[config.mk]
export PLATFORM = sky130hd
export DESIGN_NAME = mem_access
export DESIGN_NICKNAME = d
export VERILOG_FILES = /design/src/rtl/riscv_pkg.sv /design/src/rtl/mem_align.sv /design/src/rtl/mem_access.sv
export SDC_FILE = /design/constraint.sdc
export NUM_CORES = 1
export LEC_CHECK = 0
export CORE_UTILIZATION = 45
export DETAILED_ROUTE_END_ITERATION = 6
export PLACE_DENSITY = 0.82
export SYNTH_ARGS = -nofsm -noshare
export SYNTH_HDL_FRONTEND = slang
export SYNTH_SLANG_ARGS = --single-unit
[constraint.sdc]
create_clock -name clk -period 3.1 [get_ports clk]
set_input_delay 0.62 -clock clk [delete_from_list [all_inputs] [get_ports clk]]
set_output_delay 0.62 -clock clk [all_outputs]
set_load 0.01 [all_outputs]
[src/rtl/riscv_pkg.sv]
// Shared encodings for the memory stage: access-size codes, FSM states and
// small helpers used by both the stage controller and the lane steering.
package riscv_pkg;

  localparam logic [2:0] F3_B  = 3'b000;
  localparam logic [2:0] F3_H  = 3'b001;
  localparam logic [2:0] F3_W  = 3'b010;
  localparam logic [2:0] F3_BU = 3'b100;
  localparam logic [2:0] F3_HU = 3'b101;

  typedef enum logic [1:0] {
    S_IDLE = 2'd0,
    S_REQ  = 2'd1,
    S_RSP  = 2'd2,
    S_DONE = 2'd3
  } mem_state_e;

  // Bits needed for a counter that must be able to hold the value `cycles`.
  function automatic int timeout_width(input int cycles);
    return (cycles < 1) ? 1 : $clog2(cycles + 1);
  endfunction

  // Halfwords need an even address; words (and any unknown size) need a
  // word-aligned address; bytes can never be misaligned.
  function automatic logic is_misaligned(input logic [2:0] funct3,
                                         input logic [1:0] offset);
    case (funct3)
      F3_B, F3_BU: return 1'b0;
      F3_H, F3_HU: return offset[0];
      default:     return offset != 2'b00;
    endcase
  endfunction

endpackage

[src/rtl/mem_align.sv]
// Combinational byte-lane steering: store byte enables / replicated write data
// for the access being issued, and extraction plus sign/zero extension of the
// returned read word for the access in flight.
module mem_align
  import riscv_pkg::*;
(
  input  logic [2:0]  funct3,
  input  logic [1:0]  offset,
  input  logic [31:0] store_data,
  output logic [3:0]  be,
  output logic [31:0] wdata,
  input  logic [2:0]  ld_funct3,
  input  logic [1:0]  ld_offset,
  input  logic [31:0] rdata,
  output logic [31:0] load_data
);

  logic [7:0]  ld_byte;
  logic [15:0] ld_half;

  // Byte enables and lane-replicated store data for the issuing access.
  always_comb begin
    // NOTE: every output of a combinational block gets a default first, so no
    // path through the case can leave it unassigned and infer a latch.
    be    = 4'b0000;
    wdata = 32'h0;
    case (funct3)
      F3_B, F3_BU: begin
        be    = 4'b0001 << offset;
        wdata = {4{store_data[7:0]}};
      end
      F3_H, F3_HU: begin
        be    = offset[1] ? 4'b1100 : 4'b0011;
        wdata = {2{store_data[15:0]}};
      end
      default: begin
        be    = 4'b1111;
        wdata = store_data;
      end
    endcase
  end

  // Select the addressed byte/half of the read word and extend it.
  always_comb begin
    ld_byte   = 8'h0;
    ld_half   = ld_offset[1] ? rdata[31:16] : rdata[15:0];
    load_data = rdata;
    case (ld_offset)
      2'd0:    ld_byte = rdata[7:0];
      2'd1:    ld_byte = rdata[15:8];
      2'd2:    ld_byte = rdata[23:16];
      default: ld_byte = rdata[31:24];
    endcase
    case (ld_funct3)
      F3_B:    load_data = {{24{ld_byte[7]}}, ld_byte};
      F3_BU:   load_data = {24'h0, ld_byte};
      F3_H:    load_data = {{16{ld_half[15]}}, ld_half};
      F3_HU:   load_data = {16'h0, ld_half};
      default: load_data = rdata;
    endcase
  end

endmodule

[src/rtl/mem_access.sv]
// Memory pipeline stage: accepts a load/store from execute, runs it over the
// req/gnt/rvalid data bus, stalls the pipeline until it completes, and reports
// misalignment or bus timeout instead of issuing or hanging.
module mem_access
  import riscv_pkg::*;
#(
  parameter int TIMEOUT_CYCLES = 255
) (
  input  logic        clk,
  input  logic        rst_n,
  input  logic        ex_valid,
  input  logic        ex_mem_rd,
  input  logic        ex_mem_wr,
  input  logic [2:0]  ex_funct3,
  input  logic [31:0] ex_alu_out,
  input  logic [31:0] ex_write_data,
  output logic        m_stall,
  output logic        m_done,
  output logic [31:0] m_load_data,
  output logic        m_misalign,
  output logic        m_bus_err,
  output logic        dmem_req,
  output logic        dmem_we,
  output logic [31:0] dmem_addr,
  output logic [3:0]  dmem_be,
  output logic [31:0] dmem_wdata,
  input  logic        dmem_gnt,
  input  logic        dmem_rvalid,
  input  logic [31:0] dmem_rdata
);

  localparam int CW = timeout_width(TIMEOUT_CYCLES);

  mem_state_e  state;
  logic [CW-1:0] tmo_cnt;
  logic [CW-1:0] tmo_inc;
  logic        tmo_hit;
  logic [2:0]  f3_q;
  logic [1:0]  off_q;

  logic        accept;
  logic        acc_we;
  logic [3:0]  al_be;
  logic [31:0] al_wdata;
  logic [31:0] al_load;

  // A simultaneous read and write request is treated as a load.
  assign accept  = ex_valid & (ex_mem_rd | ex_mem_wr);
  assign acc_we  = ex_mem_wr & ~ex_mem_rd;
  assign tmo_inc = tmo_cnt + 1'b1;
  assign tmo_hit = tmo_inc >= CW'(TIMEOUT_CYCLES);

  // Freeze upstream while an access is being accepted or is on the bus; the
  // DONE cycle lets the pipeline advance.
  assign m_stall = ((state == S_IDLE) && accept) || (state == S_REQ) || (state == S_RSP);

  // Store lanes come from the live execute operands (registered on accept);
  // load extraction uses the captured size/offset of the access in flight.
  mem_align u_align (
    .funct3     (ex_funct3),
    .offset     (ex_alu_out[1:0]),
    .store_data (ex_write_data),
    .be         (al_be),
    .wdata      (al_wdata),
    .ld_funct3  (f3_q),
    .ld_offset  (off_q),
    .rdata      (dmem_rdata),
    .load_data  (al_load)
  );

  // Access FSM with registered bus and completion outputs.
  always_ff @(posedge clk or negedge rst_n) begin
    if (!rst_n) begin
      // NOTE: sequential state uses non-blocking assignments only, so every
      // register samples pre-edge values regardless of statement order.
      state       <= S_IDLE;
      tmo_cnt     <= '0;
      f3_q        <= 3'b000;
      off_q       <= 2'b00;
      m_done      <= 1'b0;
      m_load_data <= 32'h0;
      m_misalign  <= 1'b0;
      m_bus_err   <= 1'b0;
      dmem_req    <= 1'b0;
      dmem_we     <= 1'b0;
      dmem_addr   <= 32'h0;
      dmem_be     <= 4'b0000;
      dmem_wdata  <= 32'h0;
    end else begin
      case (state)
        S_IDLE: begin
          if (accept) begin
            f3_q    <= ex_funct3;
            off_q   <= ex_alu_out[1:0];
            tmo_cnt <= '0;
            if (is_misaligned(ex_funct3, ex_alu_out[1:0])) begin
              state      <= S_DONE;
              m_done     <= 1'b1;
              m_misalign <= 1'b1;
            end else begin
              state      <= S_REQ;
              dmem_req   <= 1'b1;
              dmem_we    <= acc_we;
              dmem_addr  <= {ex_alu_out[31:2], 2'b00};
              dmem_be    <= al_be;
              dmem_wdata <= acc_we ? al_wdata : 32'h0;
            end
          end
        end
        S_REQ: begin
          tmo_cnt <= tmo_inc;
          if (dmem_gnt || tmo_hit) begin
            dmem_req   <= 1'b0;
            dmem_we    <= 1'b0;
            dmem_addr  <= 32'h0;
            dmem_be    <= 4'b0000;
            dmem_wdata <= 32'h0;
            if (dmem_gnt && !dmem_we) begin
              state <= S_RSP;
            end else begin
              state     <= S_DONE;
              m_done    <= 1'b1;
              m_bus_err <= !dmem_gnt;
            end
          end
        end
        S_RSP: begin
          tmo_cnt <= tmo_inc;
          if (dmem_rvalid) begin
            state       <= S_DONE;
            m_done      <= 1'b1;
            m_load_data <= al_load;
          end else if (tmo_hit) begin
            state     <= S_DONE;
            m_done    <= 1'b1;
            m_bus_err <= 1'b1;
          end
        end
        default: begin
          state       <= S_IDLE;
          m_done      <= 1'b0;
          m_misalign  <= 1'b0;
          m_bus_err   <= 1'b0;
          m_load_data <= 32'h0;
        end
      endcase
    end
  end

endmodule

==> results.sh <==
export IMPL_fin_crit_sh_pct=90.7
export IMPL_synth_cell_type_count=46
export IMPL_place_gp_congestion=0.872
export IMPL_rsz0062_at_grt="no"
export IMPL_final_common_cell="clkdlybuf4s50_1"
export IMPL_drive_gt1_share_pct=7.98
export IMPL_ant_nets=0
export IMPL_grt_pass1_vias=5050
export IMPL_cts_sinks=118
export IMPL_place_ws_ns=0.366
export IMPL_cp_max_fo=11
export IMPL_syn_instance_count=509
export IMPL_fin_util_pct=70.2
export IMPL_async_flop_share_pct=100
export IMPL_num_nets_final=827
export IMPL_dieHeight_um=114
export IMPL_syn2layout_area_growth_pct=51.2
export IMPL_vias=4881
export IMPL_dp_cells=863
export IMPL_instances_no_fill=895
export IMPL_first_iter_violations=342
export IMPL_hp_class="in -> async"
export IMPL_coreArea_um2=12100
export IMPL_path_class="reg -> out"
export IMPL_timing_max_cap_violations=0
export IMPL_powerDensity_nw_per_um2=992
export IMPL_io_buffers=209
export IMPL_syn_avg_cell_area_um2=11.0
export IMPL_ys_ff_latch=118
export IMPL_ctsHtreeMaxLevel=4
export IMPL_fin_crit_ns=2.81
export IMPL_cts_tree="yes"
export IMPL_finalSetupViolCount=0
export IMPL_core_rowCount=40
export IMPL_grt_max_degree=66
export IMPL_ios=212
export IMPL_die_area_um2=12900
export IMPL_irDropWorstVdd_uv=505
export IMPL_initial_core_util_pct=46.4
export IMPL_rr_endpoint="dmem_wdata[31]"
export IMPL_power_leakage_nw=3.79
export IMPL_fmax_mhz=356
export IMPL_die_x_um=114
export IMPL_diodes=0
export IMPL_arrival_ns=2.19
export IMPL_p_total_mw=8.40
export IMPL_grt_ovfl_total=0
export IMPL_synth_edf_count=0
export IMPL_reg2reg_from="tmo_cnt[1]"
export IMPL_end_kind="output pin"
export IMPL_grt_pass1_wl_um=26100
export IMPL_tns_ns=0
export IMPL_cts_buffers=17
export IMPL_slew_headroom_pct=41.4
export IMPL_required_ns=2.48
export IMPL_holdBufCountCts=0
export IMPL_fin_worst_skew_ns=0.00701
export IMPL_synth_flop_cell="dfrtp_1"
export IMPL_dr_pass1_iters=4
export IMPL_yosysSeqAreaShare_pct=52.7
export IMPL_ff2ff_path_depth=7
export IMPL_critPathLaunchType="flip-flop"
export IMPL_cts_root_buffer="clkbuf_16"
export IMPL_slew_violations=0
export IMPL_viasPerCell=5.45
export IMPL_cts_clk_slew_worst_paths_ns=0.05
export IMPL_dp_hpwl_um=11300
export IMPL_outcome="complete, no violations"
export IMPL_final_cell_mix="clkdlybuf4s50_1, dfrtp_1, a22o_1, nand2_1, o21ai_0"
export IMPL_wl_per_cell_um=18.1
export IMPL_drc=0
export IMPL_grt_usage_pct=26.3
export IMPL_synth_area_um2=5600
export IMPL_clockBufferDepth=2
export IMPL_ys_warn_count=0
export IMPL_setup_slack_ns=0.290
export IMPL_postRouteWirelength_um=16200
export IMPL_clk_latency_ns=0.41
export IMPL_tightest_slew_ns=0.877
export IMPL_hold_viol_final=0
export IMPL_ctsResizeCount=0
export IMPL_reg2reg_slack_ns=0.49
export IMPL_antenna_found_initial=0
export IMPL_post_cts_buffers=0
routing by layer:
metal  wire length [um]  global-route usage, %
met5                  0                      0
met4                323                   9.30
met3               1460                   9.35
met2               7720                   42.3
met1               6730                   32.9
how the worst max path moves through the flow:
stage                  start             end  depth (start not counted)
2_1_floorplan       state[0]  dmem_wdata[24]                         10
3_3_place_gp   ex_alu_out[1]   dmem_wdata[2]                          6
3_5_place_dp   ex_alu_out[1]  dmem_wdata[31]                          6
4_1_cts             state[0]         m_stall                          5
5_1_grt             state[0]         m_stall                          5
6_report            state[0]         m_stall                          5
where the power goes:
| part | total [mW] | internal (mW) | switching, mW | leakage [nW] |
|---|---|---|---|---|
| Combinational | 3.65 | 1.94 | 1.71 | 1.93 |
| Clock | 2.04 | 1.36 | 0.678 | 0.291 |
| Sequential | 2.71 | 2.19 | 0.525 | 1.58 |
kinds of logic (layout without fill, tap and decap cells):
group                    after synthesis  count (layout)  share of synthesized area (%)
AO/OA/AOI/OAI                        176             176                           23.7
multiplexers                          45              45                           8.25
other                                  1               2                         0.0670
adder cells (fa/ha/maj)                7               7                           1.56
AND/OR/NAND/NOR                      106             106                           9.30
buffers and inverters                 55             272                           4.25
XOR/XNOR                               1               1                          0.156
flip-flops                           118             118                           52.7
area by class of cell:
cell class | instances | area [um2]
Tap cell | 168 | 210
Fill cell | 878 | 3590
Timing Repair Buffer | 223 | 2210
Inverter | 17 | 63.8
Sequential cell | 118 | 2950
Clock buffer | 23 | 458
Clock inverter | 9 | 150
Multi-Input combinational cell | 337 | 2420
critical path: stages, from the launching register on:
cell and delay, ns:
dfrtp_1 0.43, inv_1 0.10, ha_1 0.38, o211ai_1 0.18, nand2_1 0.11, clkdlybuf4s50_1 0.58
flip-flops by register name, indices dropped and copies added (netlist names):
name	flops
m_load_data	32
dmem_be	4
tmo_cnt	8
f3_q	3
m_bus_err	1
state	2
dmem_wdata	32
m_misalign	1
off_q	2
dmem_req	1
m_done	1
dmem_addr	30
dmem_we	1
cells in the mapped netlist, types with 2 or more instances:
library cell	n	share of area [%]
a211oi_1	4	0.54
a21o_1	12	1.6
a21oi_1	12	1.1
a221oi_1	7	1.1
a22o_1	67	10
and2_1	2	0.22
buf_1	2	0.13
buf_2	7	0.63
buf_4	2	0.27
buf_6	2	0.40
clkbuf_1	25	1.7
dfrtp_1	118	53
ha_1	7	1.6
inv_1	17	1.1
mux2_2	9	1.8
mux2i_1	36	6.4
nand2_1	49	3.3
nand2b_1	22	2.5
nand3_1	2	0.18
nand4_1	2	0.22
nor2_1	11	0.74
nor2b_1	4	0.45
nor3_1	5	0.45
o21a_1	8	1.1
o21ai_0	40	3.6
o21bai_1	2	0.27
o2bb2ai_1	16	2.5
stage by stage:
| step | cell area, um2 | hold WS, ns |
|---|---|---|
| floorplan | 5600 | 0.324 |
| global placement | 7860 | 0.465 |
| detailed placement | 7860 | 0.467 |
| CTS | 8470 | 0.339 |
| global route | 8470 | 0.370 |
| finish | 8470 | 0.296 |
Power figures use the tool's default switching activity.
